===== src/rtl/video_pkg.sv =====
// video_pkg: pattern mode encoding, colour-bar table and sync polarity constants
package video_pkg;
  typedef enum logic [2:0] {
    PAT_BLACK, PAT_XOR, PAT_BARS, PAT_BORDER, PAT_CHECKER, PAT_RAMP, PAT_WHITE
  } pattern_mode_e;
  localparam logic SYNC_ACT_LOW = 1'b0;
  localparam logic SYNC_ACT_HIGH = 1'b1;
  localparam logic [7:0][23:0] BAR_RGB = {
    24'h000000, 24'h0000ff, 24'hff0000, 24'hff00ff,
    24'h00ff00, 24'h00ffff, 24'hffff00, 24'hffffff
  };
endpackage


===== src/rtl/video_timing_counter.sv =====
// video_timing_counter: raster hc/vc counters with raw sync, active-area and last-pixel flags
//   clk_pix, rst (sync, active-high) -> hc, vc, hs_act/vs_act (sync interval, polarity-free),
//   de (active area), last_px (final pixel of the frame)
module video_timing_counter #(
  parameter int CORDW = 10,
  parameter int H_ACTIVE = 640, H_FP = 16, H_SYNC = 96, H_BP = 48,
  parameter int V_ACTIVE = 480, V_FP = 10, V_SYNC = 2, V_BP = 33
) (
  input  logic             clk_pix,
  input  logic             rst,
  output logic [CORDW-1:0] hc,
  output logic [CORDW-1:0] vc,
  output logic             hs_act,
  output logic             vs_act,
  output logic             de,
  output logic             last_px
);
  localparam int H_TOTAL = H_ACTIVE + H_FP + H_SYNC + H_BP;
  localparam int V_TOTAL = V_ACTIVE + V_FP + V_SYNC + V_BP;
  logic h_end, v_end;
  assign h_end = hc == CORDW'(H_TOTAL - 1);
  assign v_end = vc == CORDW'(V_TOTAL - 1);
  assign last_px = h_end && v_end;
  assign de = hc < CORDW'(H_ACTIVE) && vc < CORDW'(V_ACTIVE);
  assign hs_act = hc >= CORDW'(H_ACTIVE + H_FP) && hc < CORDW'(H_ACTIVE + H_FP + H_SYNC);
  assign vs_act = vc >= CORDW'(V_ACTIVE + V_FP) && vc < CORDW'(V_ACTIVE + V_FP + V_SYNC);
  always_ff @(posedge clk_pix) begin
    if (rst) begin
      hc <= '0;
      vc <= '0;
    end else begin
      hc <= h_end ? '0 : hc + CORDW'(1);
      if (h_end) vc <= v_end ? '0 : vc + CORDW'(1);
    end
  end
endmodule


===== src/rtl/video_pattern_gen.sv =====
// video_pattern_gen: raster timing generator with selectable, registered test-pattern output
//   clk_pix, rst (sync, active-high), mode (latched at frame end) ->
//   sx/sy (coordinate on rgb), hsync/vsync (H_POL/V_POL), de, frame_start (pixel 0,0), rgb {R,G,B}
//   PATTERN_ANIM_EN: per-frame counter scrolls the XOR, checker and ramp patterns left 1 px/frame
module video_pattern_gen
  import video_pkg::*;
#(
  parameter int   CORDW = 10,
  parameter int   COLW = 8,
  parameter int   H_ACTIVE = 640, H_FP = 16, H_SYNC = 96, H_BP = 48,
  parameter int   V_ACTIVE = 480, V_FP = 10, V_SYNC = 2, V_BP = 33,
  parameter logic H_POL = SYNC_ACT_LOW,
  parameter logic V_POL = SYNC_ACT_LOW
) (
  input  logic              clk_pix,
  input  logic              rst,
  input  logic [2:0]        mode,
  output logic [CORDW-1:0]  sx,
  output logic [CORDW-1:0]  sy,
  output logic              hsync,
  output logic              vsync,
  output logic              de,
  output logic              frame_start,
  output logic [3*COLW-1:0] rgb
);
  localparam int H_TOTAL = H_ACTIVE + H_FP + H_SYNC + H_BP;
  localparam int V_TOTAL = V_ACTIVE + V_FP + V_SYNC + V_BP;
  if (H_TOTAL > 2**CORDW || V_TOTAL > 2**CORDW || CORDW < 8 || COLW < 8) begin : g_bad_params
    $error("video_pattern_gen: CORDW too small for the raster or COLW < 8");
  end
  logic [CORDW-1:0] hc, vc, bar_q;
  logic hs_act, vs_act, de_raw, last_px;
  logic [2:0] bar_idx;
  logic [7:0] xa;
  logic [23:0] p;
  pattern_mode_e mode_q;
  video_timing_counter #(
    .CORDW(CORDW),
    .H_ACTIVE(H_ACTIVE), .H_FP(H_FP), .H_SYNC(H_SYNC), .H_BP(H_BP),
    .V_ACTIVE(V_ACTIVE), .V_FP(V_FP), .V_SYNC(V_SYNC), .V_BP(V_BP)
  ) u_timing (
    .clk_pix(clk_pix),
    .rst(rst),
    .hc(hc),
    .vc(vc),
    .hs_act(hs_act),
    .vs_act(vs_act),
    .de(de_raw),
    .last_px(last_px)
  );
`ifdef PATTERN_ANIM_EN
  logic [7:0] frame_cnt;
  // advancing on the last pixel makes the new count visible from pixel (0,0) onwards
  always_ff @(posedge clk_pix) begin
    if (rst) frame_cnt <= '0;
    else if (last_px) frame_cnt <= frame_cnt + 8'd1;
  end
  assign xa = hc[7:0] + frame_cnt;
`else
  assign xa = hc[7:0];
`endif
  assign bar_q = hc / CORDW'(H_ACTIVE / 8);
  assign bar_idx = bar_q > CORDW'(7) ? 3'd7 : bar_q[2:0];
  always_comb begin
    p = '0;
    case (mode_q)
      PAT_BLACK:   p = '0;
      PAT_XOR:     p = {xa[5:0] & {6{vc[4:3] == ~xa[4:3]}}, 2'b00, xa & {8{vc[6]}}, vc[7:0]};
      PAT_BARS:    p = BAR_RGB[bar_idx];
      PAT_BORDER:  p = {{8{hc == '0}}, {8{vc == '0}},
                        {8{hc == CORDW'(H_ACTIVE - 1) || vc == CORDW'(V_ACTIVE - 1)}}};
      PAT_CHECKER: p = {24{xa[5] ^ vc[5]}};
      PAT_RAMP:    p = {3{xa}};
      default:     p = '1;
    endcase
  end
  function automatic logic [COLW-1:0] widen(input logic [7:0] c);
    return COLW'(c) << (COLW - 8);
  endfunction
  always_ff @(posedge clk_pix) begin
    if (rst) begin
      sx <= '0;
      sy <= '0;
      hsync <= ~H_POL;
      vsync <= ~V_POL;
      de <= 1'b0;
      frame_start <= 1'b0;
      rgb <= '0;
      mode_q <= PAT_BLACK;
    end else begin
      sx <= hc;
      sy <= vc;
      hsync <= hs_act ? H_POL : ~H_POL;
      vsync <= vs_act ? V_POL : ~V_POL;
      de <= de_raw;
      frame_start <= hc == '0 && vc == '0;
      rgb <= de_raw ? {widen(p[23:16]), widen(p[15:8]), widen(p[7:0])} : '0;
      if (last_px) mode_q <= pattern_mode_e'(mode);
    end
  end
endmodule


===== config.mk =====
export PLATFORM = sky130hd
export DESIGN_NAME = video_pattern_gen
export DESIGN_NICKNAME = d
export VERILOG_FILES = /design/src/rtl/video_pkg.sv /design/src/rtl/video_timing_counter.sv /design/src/rtl/video_pattern_gen.sv
export SDC_FILE = /design/constraint.sdc
export NUM_CORES = 1
export LEC_CHECK = 0
export BUFFER_PORTS_ARGS = -buffer_cell sky130_fd_sc_hd__buf_2
export CAP_MARGIN = 20
export CORE_ASPECT_RATIO = 0.75
export CORE_MARGIN = 5
export CORE_UTILIZATION = 50
export DETAILED_ROUTE_END_ITERATION = 7
export PLACE_DENSITY = 0.72
export SLEW_MARGIN = 20
export SYNTH_ARGS = -nofsm -noshare
export SYNTH_HDL_FRONTEND = slang
export SYNTH_HIERARCHICAL = 1
export SYNTH_SLANG_ARGS = --single-unit

===== constraint.sdc =====
create_clock -name clk_pix -period 2.4 [get_ports clk_pix]
set_input_delay 0.12 -clock clk_pix [delete_from_list [all_inputs] [get_ports clk_pix]]
set_output_delay 0.12 -clock clk_pix [all_outputs]
set_load 0.01 [all_outputs]

Word-level counts from Yosys, hierarchy flattened. Memories as Yosys holds them, arrays and structs flattened. Index checks and enable logic that the tools add are counted.

Add/subtract/negate cells: 2. Divide/modulo/power cells: 1. Muxes and demuxes: 6. Magnitude comparators: 8. Reduce and logical (&&, ||, !) cells: 11. Eq/ne operators: 10. Bitwise logic cells: 5.

Operators by type and width (count): case mux 24 bit (6 select lines) (1); equality test 10 bit, second input constant (3); two-way mux 24 bit (1); adder 10 x 1 -> 10 bit, second input constant (2); zero test 10 bit (2); less-than comparator 10 bit, second input constant (2); less-than comparator 10 x 9 -> 1 bit, second input constant (2); divider 10 x 7 -> 10 bit, second input constant (1); equality test 10 x 9 -> 1 bit, second input constant (1); greater-or-equal comparator 10 bit, second input constant (1); greater-or-equal comparator 10 x 9 -> 1 bit, second input constant (1); > comparator 10 x 3 -> 1 bit, second input constant (1); two-way mux 10 bit (1); bitwise AND 8 bit (1); bitwise AND 6 bit (1); equality test 3 x 2 -> 1 bit, second input constant (2); equality test 3 bit, second input constant (2); logical AND 1 bit (5); less-than comparator 3 x 4 -> 1 bit, second input constant (1); OR reduction 2 bit (2); equality test 3 x 1 -> 1 bit, second input constant (1); zero test 3 bit (1); two-way mux 3 bit (1); equality test 2 bit (1); 5 further kinds (6).

Memories kept: 1. Memory bits (read-only): 192. Bits of input ports: 5. Logic and storage cells: 54. Flip-flop bits (word level): 71.

Memory list: (no name shown) (words 8, width 24, read ports 1, clocked after memory_dff 0, wr ports 0, RTL line video_pattern_gen.sv:69) `PAT_BARS: p = BAR_RGB[bar_idx];`.

Depth between registers and ports, before layout.
Depth in word-level cells: 6. Gate-level depth with buffers: 7. Mapped depth without buffers: 7.

Cells and area by module. The synthesis kept the hierarchy.

By module, submodules not included: video_pattern_gen (cells each 235, area an instance 2134.5 um^2, instances 1); video_timing_counter (cells each 117, area an instance 1043.5 um^2, instances 1).

Worst setup path before layout. OpenSTA, ideal clock, no wires.

Kind: flip-flop to flip-flop. Start: register u_timing.hc[0]. End: register u_timing.vc[8]. Setup slack: 0.353 ns. Clock period less this slack: 2.047 ns. Cell stages (with the launch flop): 6. Arrival: 1.980 ns. Library setup time: 0.067 ns. Buffers on the path: 0. Cells stage by stage: dfxtp_1 > ha_1 > nand4_4 > or4_4 > or4_4 > a21oi_2.

Longest elaborated chain between the ends: 1.

Ends and longest elaborated chain: start: declaration (RTL line video_timing_counter.sv:11) `output logic [CORDW-1:0] hc,`; start signal: assignment (RTL line video_timing_counter.sv:32) `hc <= h_end ? '0 : hc + CORDW'(1);`; equality test 10 bit (RTL line video_timing_counter.sv:21) `assign h_end = hc == CORDW'(H_TOTAL - 1);`; end signal: assignment (RTL line video_timing_counter.sv:33) `if (h_end) vc <= v_end ? '0 : vc + CORDW'(1);`; end: declaration (RTL line video_timing_counter.sv:12) `output logic [CORDW-1:0] vc,`.

Every way passes these cells. A chain may end at the register's enable or synchronous reset.

Final worst setup path.
Start: register u_timing.hc[9]. End: register u_timing.vc[8].

The elaborated chain is that of the path after synthesis.

==> impl_metrics.py <==
metrics = {
    "final_layout": {
        "postLayoutCoreUtil_pct": 60.7,
        "layout-area-overhead-vs-synth_pct": 19.4,
        "num_antenna_cells": 0,
        "mostFrequentLayoutCell": "sky130_fd_sc_hd__dfxtp_1",
        "drive_above_1_share_pct": 24.2,
        "layout_common_cells": "71 x sky130_fd_sc_hd__dfxtp_1, 52 x sky130_fd_sc_hd__buf_2, 40 x sky130_fd_sc_hd__nor2_1",
        "final_net_count": 422,
        "layout.cell_area.non_filler_sq_mm": 0.00380,
        "fill_cells": 572,
    },
    "cts": {
        "tritoncts": "done",
        "post-cts-setup-buffers": 0,
        "cts-root-to-sink-buffers": 2,
        "number_of_clock_buffers_inserted_by_tritoncts": 9,
        "worst_setup_hold_path_clk_slew_ps": 80,
        "cts.repair.resized": 0,
        "clock_tree.htree_level_count": 3,
        "tritoncts_num_sinks": 71,
        "clk-insertion-delay-late_ps": 350,
        "clock_tree.root_cell": "sky130_fd_sc_hd__clkbuf_8",
    },
    "power": {
        "design_power_total_uw": 2320,
        "static_leak_uw": 0.00149,
        "seq_power_share_pct": 51.4,
        "combPwrFrac_pct": 3.4,
        "cell_internal_pwr_uw": 1810,
        "power_frac_clock_pct": 45.2,
        "power.switching_uw": 509,
        "sw_ratio_pct": 22.0,
        "power_dens_cells_mw_per_mm2": 610,
        "ir_worst_vdd_v": 0.000361,
    },
    "sta": {
        "max_slew_margin_pct": 59.1,
        "final_hold_viol_count": 0,
        "worst_tran_pin_value_ps": 614,
        "rsz0062_at_grt": "no",
        "finish_stage_setup_viols": 0,
        "final_number_of_max_transition_violations": 0,
        "final_period_minus_worst_setup_slack_ps": 2090,
        "timing.setup.tns_ps": 0,
        "period_share_pct": 87.2,
        "hold_slack_ps": 21.1,
        "timing.fmax_ghz": 0.478,
        "fin_skew_ps": 5.09,
    },
    "detailed_routing": {
        "dr.pass1.iters": 5,
        "drt_first_iter_violations": 214,
        "drc": 0,
        "wire_length_per_cell_after_detailed_routing_microns": 14.8,
        "num_vias": 2683,
        "vias_per_cell": 5.38,
        "wl_microns": 7400,
        "drtAntennaViolNets": 0,
    },
    "placed_design": {
        "place_hpwl_microns": 5000,
        "io_buffers": 52,
        "placed_area_sq_mm": 0.00355,
        "place_congestion": 0.859,
    },
    "synth": {
        "synth_area_sq_mm": 0.00318,
        "synth_edf_count": 0,
        "synth_largest_type_area_fraction_pct": 44.7,
        "synth_area_leader_cell": "sky130_fd_sc_hd__dfxtp_1",
        "postSynthCellCount": 352,
        "synth_area_leaders": "sky130_fd_sc_hd__dfxtp_1 45%, sky130_fd_sc_hd__nor2_1 4.7%, sky130_fd_sc_hd__nor2b_1 4.5%, sky130_fd_sc_hd__mux2i_1 3.5%, sky130_fd_sc_hd__a31oi_1 3.1%",
        "seq_area_frac_synth_pct": 44.7,
        "yosys.cell_types.count": 52,
        "synth.avg_cell_area_sq_um": 9.03,
        "yosys_register_bits": 71,
        "synth_ff_type": "sky130_fd_sc_hd__dfxtp_1",
        "ys_warn_count": 6,
        "async_reset_ff_share_pct": 0,
        "syn_nets": 361,
    },
    "run": {
        "max_cap_violations": 0,
    },
    "run_status": {
        "status": "finished clean",
    },
    "floorplanning": {
        "die_outline_area_sq_mm": 0.00807,
        "die-height_microns": 79.0,
        "placeableCoreArea_sq_mm": 0.00626,
        "top_level_ports": 53,
        "die_wd_microns": 102,
        "placement_rows": 25,
        "initial_core_utilization_pct": 50.8,
    },
    "worst_setup_path": {
        "crit_type": "flip-flop to flip-flop",
        "crit_fanout": 13,
        "required_ps": 2690,
        "regToRegSetupSlack_ps": 310,
        "timing.critical_path.from_type": "flip-flop",
        "worstPathArrival_ps": 2380,
        "worst_setup_path_end_kind": "flip-flop",
    },
    "global_route": {
        "grt_start_max_net_pins": 26,
        "global_route.overflow_total": 0,
        "grt_first_pass_wirelength_microns": 12400,
        "via_count_of_the_first_global_routing_pass": 2563,
        "globalRouteTotalUtil_pct": 19.7,
        "antenna_found_initial": 0,
    },
    "hold_path": {
        "min_path_type": "primary input to flip-flop",
    },
}
==> cells in the mapped netlist, types with 2 or more instances <==
| master | number |
|---|---|
| sky130_fd_sc_hd__and4_2 | 2 |
| sky130_fd_sc_hd__nor2_1 | 40 |
| sky130_fd_sc_hd__xnor2_1 | 7 |
| sky130_fd_sc_hd__nor4_1 | 10 |
| sky130_fd_sc_hd__xor2_1 | 9 |
| sky130_fd_sc_hd__ha_1 | 4 |
| sky130_fd_sc_hd__and3b_1 | 2 |
| sky130_fd_sc_hd__dfxtp_1 | 71 |
| sky130_fd_sc_hd__or3_1 | 3 |
| sky130_fd_sc_hd__nor3_1 | 4 |
| sky130_fd_sc_hd__o31a_1 | 2 |
| sky130_fd_sc_hd__clkbuf_1 | 8 |
| sky130_fd_sc_hd__a21oi_2 | 2 |
| sky130_fd_sc_hd__nand2_1 | 16 |
| sky130_fd_sc_hd__or4_4 | 3 |
| sky130_fd_sc_hd__o21ai_0 | 11 |
| sky130_fd_sc_hd__nor3b_1 | 5 |
| sky130_fd_sc_hd__nand4_1 | 8 |
| sky130_fd_sc_hd__a31oi_1 | 16 |
| sky130_fd_sc_hd__inv_1 | 11 |
| sky130_fd_sc_hd__nand3b_1 | 3 |
| sky130_fd_sc_hd__nand4bb_1 | 2 |
| sky130_fd_sc_hd__nand2b_1 | 7 |
| sky130_fd_sc_hd__mux2i_1 | 11 |
| sky130_fd_sc_hd__nor2b_1 | 23 |
| sky130_fd_sc_hd__nand3_1 | 10 |
| sky130_fd_sc_hd__buf_6 | 2 |
| sky130_fd_sc_hd__a21oi_1 | 15 |
| sky130_fd_sc_hd__a21o_1 | 2 |
| sky130_fd_sc_hd__o21ai_1 | 13 |
| sky130_fd_sc_hd__buf_4 | 2 |
| sky130_fd_sc_hd__buf_2 | 8 |
==> power by group through the flow <==
stage	Combinational, uW	Clock (uW)	Sequential (uW)
final	78.6	1050	1190
after global routing	87.5	1120	1190
after CTS	77.7	1070	1190
after detailed placement	75.5	0	1220
after global placement	73.9	0	1220
after floorplan	31.3	0	1230
==> final cells by class <==
type | count | area, sq um | share of cell area [%]
Multi-Input combinational cell | 249 | 1600 | 42.2
Sequential cell | 71 | 1420 | 37.4
Timing Repair Buffer | 71 | 408 | 10.7
Clock buffer | 10 | 128 | 3.36
Tap cell | 81 | 101 | 2.67
Clock inverter | 6 | 93.8 | 2.47
Inverter | 11 | 41.3 | 1.09
==> per-layer routing <==
layer	part of all wire, %	wire (microns)	global-route usage [%]
met5	0	0	0
met4	1.9	144	7.99
met3	8.0	591	5.97
met2	42	3130	29.1
met1	48	3530	26.7
==> cells by family (layout without fill, tap and decap cells) <==
family	count (synthesis)	after routing	share of synthesized area [%]
adder cells (fa/ha/maj)	4	4	1.57
XOR/XNOR	16	16	4.41
buffers and inverters	32	98	4.84
multiplexers	11	11	3.46
AND/OR/NAND/NOR	146	146	26.7
AO/OA/AOI/OAI	72	72	14.3
flip-flops	71	71	44.7
==> final timing paths <==
check / startpoint / to / depth (start not counted)
setup reg to reg: u_timing/hc[9] / u_timing/vc[8] / 4
hold reg to reg: u_timing/vc[8] / sy[8] / 1
setup / recovery: u_timing/hc[9] / u_timing/vc[8] / 4
hold / removal: mode[0] / mode_q[0] / 3
==> worst max-delay path: stages (launching register included) <==
cell and delay [ps]:
sky130_fd_sc_hd__dfxtp_1 580, sky130_fd_sc_hd__nand3b_1 290, sky130_fd_sc_hd__or4_4 590, sky130_fd_sc_hd__or4_4 440
sky130_fd_sc_hd__a21oi_2 140
==> metrics by stage <==
| step | setup WS [ps] | std cells |
|---|---|---|
| 2_1_floorplan | 353 | 352 |
| 3_3_place_gp | 428 | 481 |
| 3_5_place_dp | 363 | 481 |
| 4_1_cts | 344 | 499 |
| 5_1_grt | 222 | 499 |
| 6_report | 308 | 499 |
==> timing repair <==
action / 4_1_cts / 5_1_grt
endpoints found under the setup margin: 0 / 0
hold buffers: 2 / 0
endpoints found under the hold margin: 2 / 0
==> flip-flops by register name, indices dropped and copies added (netlist names), 3 cells and up <==
signal,cells
mode_q,3
rgb,24
sx,10
sy,10
u_timing/hc,10
u_timing/vc,10
(Power assumes the default switching activity.)
